File: config.mk
export PLATFORM = sky130hd
export DESIGN_NAME = debruijn_seq_ctrl
export DESIGN_NICKNAME = d
export VERILOG_FILES = /design/src/rtl/debruijn_seq_ctrl.sv
export SDC_FILE = /design/constraint.sdc
export NUM_CORES = 1
export LEC_CHECK = 0
export CAP_MARGIN = 20
export CORE_UTILIZATION = 43
export DETAILED_ROUTE_END_ITERATION = 6
export PLACE_DENSITY = 0.77
export SLEW_MARGIN = 10
export SYNTH_ARGS = -nofsm -noshare
export SYNTH_HDL_FRONTEND = slang
export SYNTH_SLANG_ARGS = --single-unit
export TNS_END_PERCENT = 20
File: constraint.sdc
create_clock -name clk -period 2.1 [get_ports clk]
set_input_delay 0.525 -clock clk [delete_from_list [all_inputs] [get_ports clk]]
set_output_delay 0.525 -clock clk [all_outputs]
set_load 0.005 [all_outputs]
File: src/rtl/debruijn_seq_ctrl.sv
// rtl/debruijn_seq_ctrl.sv - de Bruijn bit-sequence generator with valid/ready output and IDLE/RUN/DONE control
module debruijn_seq_ctrl #(
  parameter int          N    = 4,
  parameter logic [N-1:0] TAPS = 4'b1100
) (
  input  logic         clk,
  input  logic         rst,
  input  logic         start,
  input  logic         stop,
  input  logic         cont,
  input  logic [N-1:0] seed,
  input  logic         bit_ready,
  output logic         bit_out,
  output logic         bit_valid,
  output logic [N-1:0] sr_state,
  output logic [N-1:0] bit_cnt,
  output logic         busy,
  output logic         wrap,
  output logic         done
);

  typedef enum logic [1:0] {
    IDLE = 2'd0,
    RUN  = 2'd1,
    DONE = 2'd2
  } state_t;

  state_t       state;
  state_t       state_next;
  logic [N-1:0] s;
  logic [N-1:0] cnt;
  logic         cont_q;
  logic         wrap_q;
  logic         fb;
  logic         xfer;
  logic         last;
  logic         load;

  // The zero-detect term splices the all-zero state into the maximal LFSR
  // cycle, stretching the period from 2^N-1 to 2^N.
  always_comb begin
    xfer = (state == RUN) && bit_ready;
    last = (cnt == {N{1'b1}});
    fb   = (^(s & TAPS)) ^ (s[N-2:0] == '0);
  end

  always_ff @(posedge clk or negedge rst) begin
    if (!rst) begin
      state <= IDLE;
    end else begin
      state <= state_next;
    end
  end

  always_comb begin
    state_next = state;
    load       = 1'b0;
    bit_valid  = 1'b0;
    busy       = 1'b0;
    done       = 1'b0;
    unique case (state)
      IDLE: begin
        if (start && !stop) begin
          state_next = RUN;
          load       = 1'b1;
        end
      end
      RUN: begin
        bit_valid = 1'b1;
        busy      = 1'b1;
        if (stop) begin
          state_next = IDLE;
        end else if (xfer && last && !cont_q) begin
          state_next = DONE;
        end
      end
      DONE: begin
        busy       = 1'b1;
        done       = 1'b1;
        state_next = IDLE;
      end
      default: begin
        state_next = IDLE;
      end
    endcase
  end

  // Shift register and counter move only on a transfer; IDLE keeps last values.
  always_ff @(posedge clk or negedge rst) begin
    if (!rst) begin
      s      <= '0;
      cnt    <= '0;
      cont_q <= 1'b0;
      wrap_q <= 1'b0;
    end else begin
      wrap_q <= xfer && last;
      if (load) begin
        s      <= seed;
        cnt    <= '0;
        cont_q <= cont;
      end else if (xfer) begin
        s   <= {s[N-2:0], fb};
        cnt <= cnt + {{(N-1){1'b0}}, 1'b1};
      end
    end
  end

  assign bit_out  = s[N-1];
  assign sr_state = s;
  assign bit_cnt  = cnt;
  assign wrap     = wrap_q;

endmodule

-- Yosys cells after proc, flatten, opt, wreduce, memory -nomap -nowiden
Cells that the tools add are included.
- output and inout port bits: 13
- register bits after elaboration: 12
- word-level logic and storage cells: 37
- reductions and logical operators: 12
- bitwise gates (word level): 1
- equal/unequal tests: 5
- add/subtract/negate cells: 1
- multiplexer cells: 13
- operator list (cell ; count):
    2-to-1 mux 4 bit ; 4
    2-to-1 mux 2 bit ; 3
    2-to-1 mux 1 bit ; 5
    adder 4 x 1 -> 4 bit (second input constant) ; 1
    equality test 4 bit (second input constant) ; 1
    logical AND 1 bit ; 4
    case mux 2 bit (2 select lines) ; 1
    parity 4 bit ; 1
    zero test 3 bit ; 1
    != test 3 x 2 -> 1 bit (second input constant) ; 1
    equality test 2 x 1 -> 1 bit (second input constant) ; 1
    equality test 2 bit (second input constant) ; 1
    zero test 1 bit ; 2
    zero test 2 bit ; 1
    != test 2 bit (second input constant) ; 1
    AND reduction 2 bit ; 1
    nonzero test 2 bit ; 1
    OR reduction 2 bit ; 1
    bitwise XOR 1 bit ; 1

-- Logic depth before layout (Yosys ltp)
- depth after elaboration: 7
- gate-level depth with buffers: 7

-- Worst setup path before layout
No wires, ideal clock.
- path type: register to register
- from: register state[1]
- to: register state[0]
- path slack: 0.535 ns
- period minus slack after synthesis: 1.565 ns
- arrival time: 1.438 ns
- library setup time: 0.128 ns
- cell stages (with the launch flop): 6
- required time: 1.972 ns
- path through: dfrtp_1 inv_1 ha_1 or2b_2 o21ai_1 mux2_1
- cells in the longest elaborated chain, start to end: 6
- RTL lines (element ; line ; RTL):
    start, declared ; 28 ; state_t state;
    start signal, assigned ; 51 ; state <= state_next;
    equality test 2 x 1 -> 1 bit ; 42, 61 ;
    logical AND 1 bit ; 42 ; xfer = (state == RUN) && bit_ready;
    logical AND 1 bit (2 in series) ; 73 ; end else if (xfer && last && !cont_q) begin
    != test 3 x 2 -> 1 bit (no source line) ; -- ;
    AND reduction 2 bit (no source line) ; -- ;
Parallel ways exist; a longest one is shown, timed or not.
A chain may end at the register's enable or synchronous reset.

-- Worst setup path after layout
- from: register state[1]
- to: output bit_valid
- cells in the longest elaborated chain, start to end: 2
- RTL lines (element ; line ; RTL):
    equality test 2 x 1 -> 1 bit ; 61 ; unique case (state)
    2-to-1 mux 1 bit ; 61 ;
    end, declared ; 14 ; output logic bit_valid,
Every way passes these cells.

==> impl_metrics.ini <==
[finish]
syn2layout_area_growth_pct = 40.5
n_antenna_cell = 0
fin_nets = 108
stdcell_count = 106
fin_util = 0.677
design_area_um2 = 925
fillCellCount = 126
layout-drive-gt1-share = 0.121

[worst_setup_path]
critPathMaxStageDelay_ns = 0.51
crit_required_ns = 1.57
critical_path_class = register to output port
cpMaxStageDelayCell = clkdlybuf4s50_1
end_kind = output port
worstPathArrival_ns = 1.51
setup.worst_path.start_class = register
crit_buf_inv = 2
critPathTopFamily = buffers and inverters
path_cells = inv_1 > ha_2 > clkdlybuf4s50_1
worstPathMaxFanout = 5

[sta]
drv_slew = 0
period_needed_ns = 2.03
finalSetupTns_ns = 0
slew_headroom = 0.635
hold_slack_ns = 0.499
setup_viol = 0
hold_violations = 0
setup_ws_ns = 0.0691
worst_pin_slew_ns = 0.545
clock_skew_ns = 0.000739
period_share = 0.967
fmax_mhz = 492
grt_setup_unrepaired = true

[power]
vdd_drop_max_mv = 0.684
power_density_mw_per_mm2 = 1160
power_leakage_nw = 0.404
p_total_mw = 1.07

[clock_tree]
cts_made_buffers = 3
root_buffer = clkbuf_4
cts_max_path_buffers = 2
cts_setup_buffers = 0
cts_num_sinks = 12
clkLatencyLatePin_ns = 0.27
clkTransAtPathRegs_ns = 0.07
cts_max_level = 1
cts_tree = yes

[detailed_routing]
drt.antenna.violating_nets = 0
viasPerCell = 5.11
routedWlPerCell_um = 11.7
drt_pass1_iterations = 4
wl_um = 1240
drc = 0
first_iter_violations = 11
vias = 542

[placed_design]
dpl_cell_area_um2 = 900
place_ws_ns = 0.203
dp.cells = 103
dp.final_hpwl_um = 970
port_buffers = 22
globalplace.congestion = 0.739

[floorplanning]
coreArea_mm2 = 0.00137
io_pins = 23
start_util = 0.482
die-area_mm2 = 0.00169
fp.dieW_um = 41.1
die_h_um = 41.1
rows = 13

[global_routing]
grt_max_degree = 13
track_usage = 0.184
antenna_found_initial = 0
grt-ovfl-total = 0
grt_pass1_wl_um = 1980
grt_pass1_vias = 474

[synthesis]
synth_warnings = 0
synth_fp_nets = 81
seq_area_frac_synth = 0.456
syn_area_um2 = 658
synthDistinctLibCells = 25
synth_seq_cells = 12
synth_cells = 66
synth.avg_cell_area_um2 = 9.97

[job]
maxCapViolCount = 0

[outcome]
status = finished clean

[min_path]
hold_class = register to register
==> cells in the mapped netlist <==
master	instances	area share
a21oi_1	6	0.046
a31oi_1	1	0.0095
and2_2	1	0.011
buf_2	1	0.0076
buf_4	1	0.011
dfrtp_1	12	0.46
ha_1	5	0.095
inv_1	4	0.023
mux2_1	1	0.017
mux2i_1	3	0.046
nand2_1	7	0.040
nand3_2	1	0.015
nand3b_1	1	0.011
nand4_1	1	0.0095
nor2_1	9	0.051
nor2b_1	1	0.0095
nor3_2	1	0.015
nor3b_1	1	0.011
o21ai_0	2	0.015
o21ai_1	1	0.0076
o21ai_4	1	0.025
o311ai_0	1	0.013
or2b_2	1	0.013
xnor2_1	1	0.013
xor2_1	2	0.027
==> placed cells by master, fill, tap and decap left out, types with 2 or more instances in the layout <==
cell type	n
mux2i_1	3
dfrtp_1	12
clkdlybuf4s50_1	22
buf_4	2
inv_1	4
nor2_1	9
a21oi_1	6
xor2_1	2
nand2_1	7
clkbuf_4	3
o21ai_0	2
ha_1	4
==> final cells by class <==
class                   instances  area [µm²]  share of cell area
multi-input cells              48         333               0.360
flip-flops and latches         12         300               0.325
repair buffers                 24         235               0.254
clock buffers                   3        22.5              0.0244
well taps                      15        18.8              0.0203
inverters                       4        15.0              0.0162
==> path summary, 6_finish.rpt <==
path,start,end,slack (ns),cells after the start
worst max-delay path,state[1]$_DFFE_PN0P_,bit_valid,0.07,3
worst max register to register,state[1]$_DFFE_PN0P_,state[0]$_DFFE_PN0P_,0.47,5
worst min-delay path,cont_q$_DFFE_PN0P_,cont_q$_DFFE_PN0P_,0.50,2
max in group asynchronous,rst,bit_cnt[0]$_DFFE_PN0P_,1.13,1
worst min register to register,cont_q$_DFFE_PN0P_,cont_q$_DFFE_PN0P_,0.50,2
min in group asynchronous,rst,state[0]$_DFFE_PN0P_,0.61,1
==> cell families (layout without fill, tap and decap cells) <==
group,after synthesis,count (layout),synth area share
AO/OA/AOI/OAI,12,12,0.116
multiplexers,4,4,0.0627
buffers and inverters,6,31,0.0418
XOR/XNOR,3,3,0.0399
AND/OR/NAND/NOR,24,24,0.188
adder cells (fa/ha/maj),5,5,0.0951
flip-flops,12,12,0.456
==> worst reg2reg max path, stage by stage, from the launching register on <==
cell	delay [ns]
dfrtp_1	0.40
inv_1	0.11
ha_2	0.23
or2b_2	0.32
o21ai_1	0.14
mux2_1	0.33
==> flip-flops by register name, summed over array words and instances (netlist names) <==
register	count
sr_state	4
cont_q	1
state	2
wrap	1
bit_cnt	4
==> where the power goes <==
part	switching [mW]	internal [mW]	leakage, nW
Clock	0.0740	0.0663	0.0138
Sequential	0.0945	0.320	0.150
Combinational	0.198	0.317	0.240
==> timing repair <==
item | CTS | global route
setup endpoints to repair | 0 | 1
resized for setup | 0 | 1
hold buffers | 0 | 0
==> per-layer routing <==
| metal | global-route usage | up-vias | routed length, µm |
|---|---|---|---|
| met5 | 0 | - | 0 |
| met4 | 0.0968 | 0 | 11 |
| met3 | 0.0326 | 2 | 74 |
| met2 | 0.289 | 17 | 560 |
| met1 | 0.237 | 252 | 594 |
| li1 | - | 271 | - |
(Power assumes the default switching activity.)
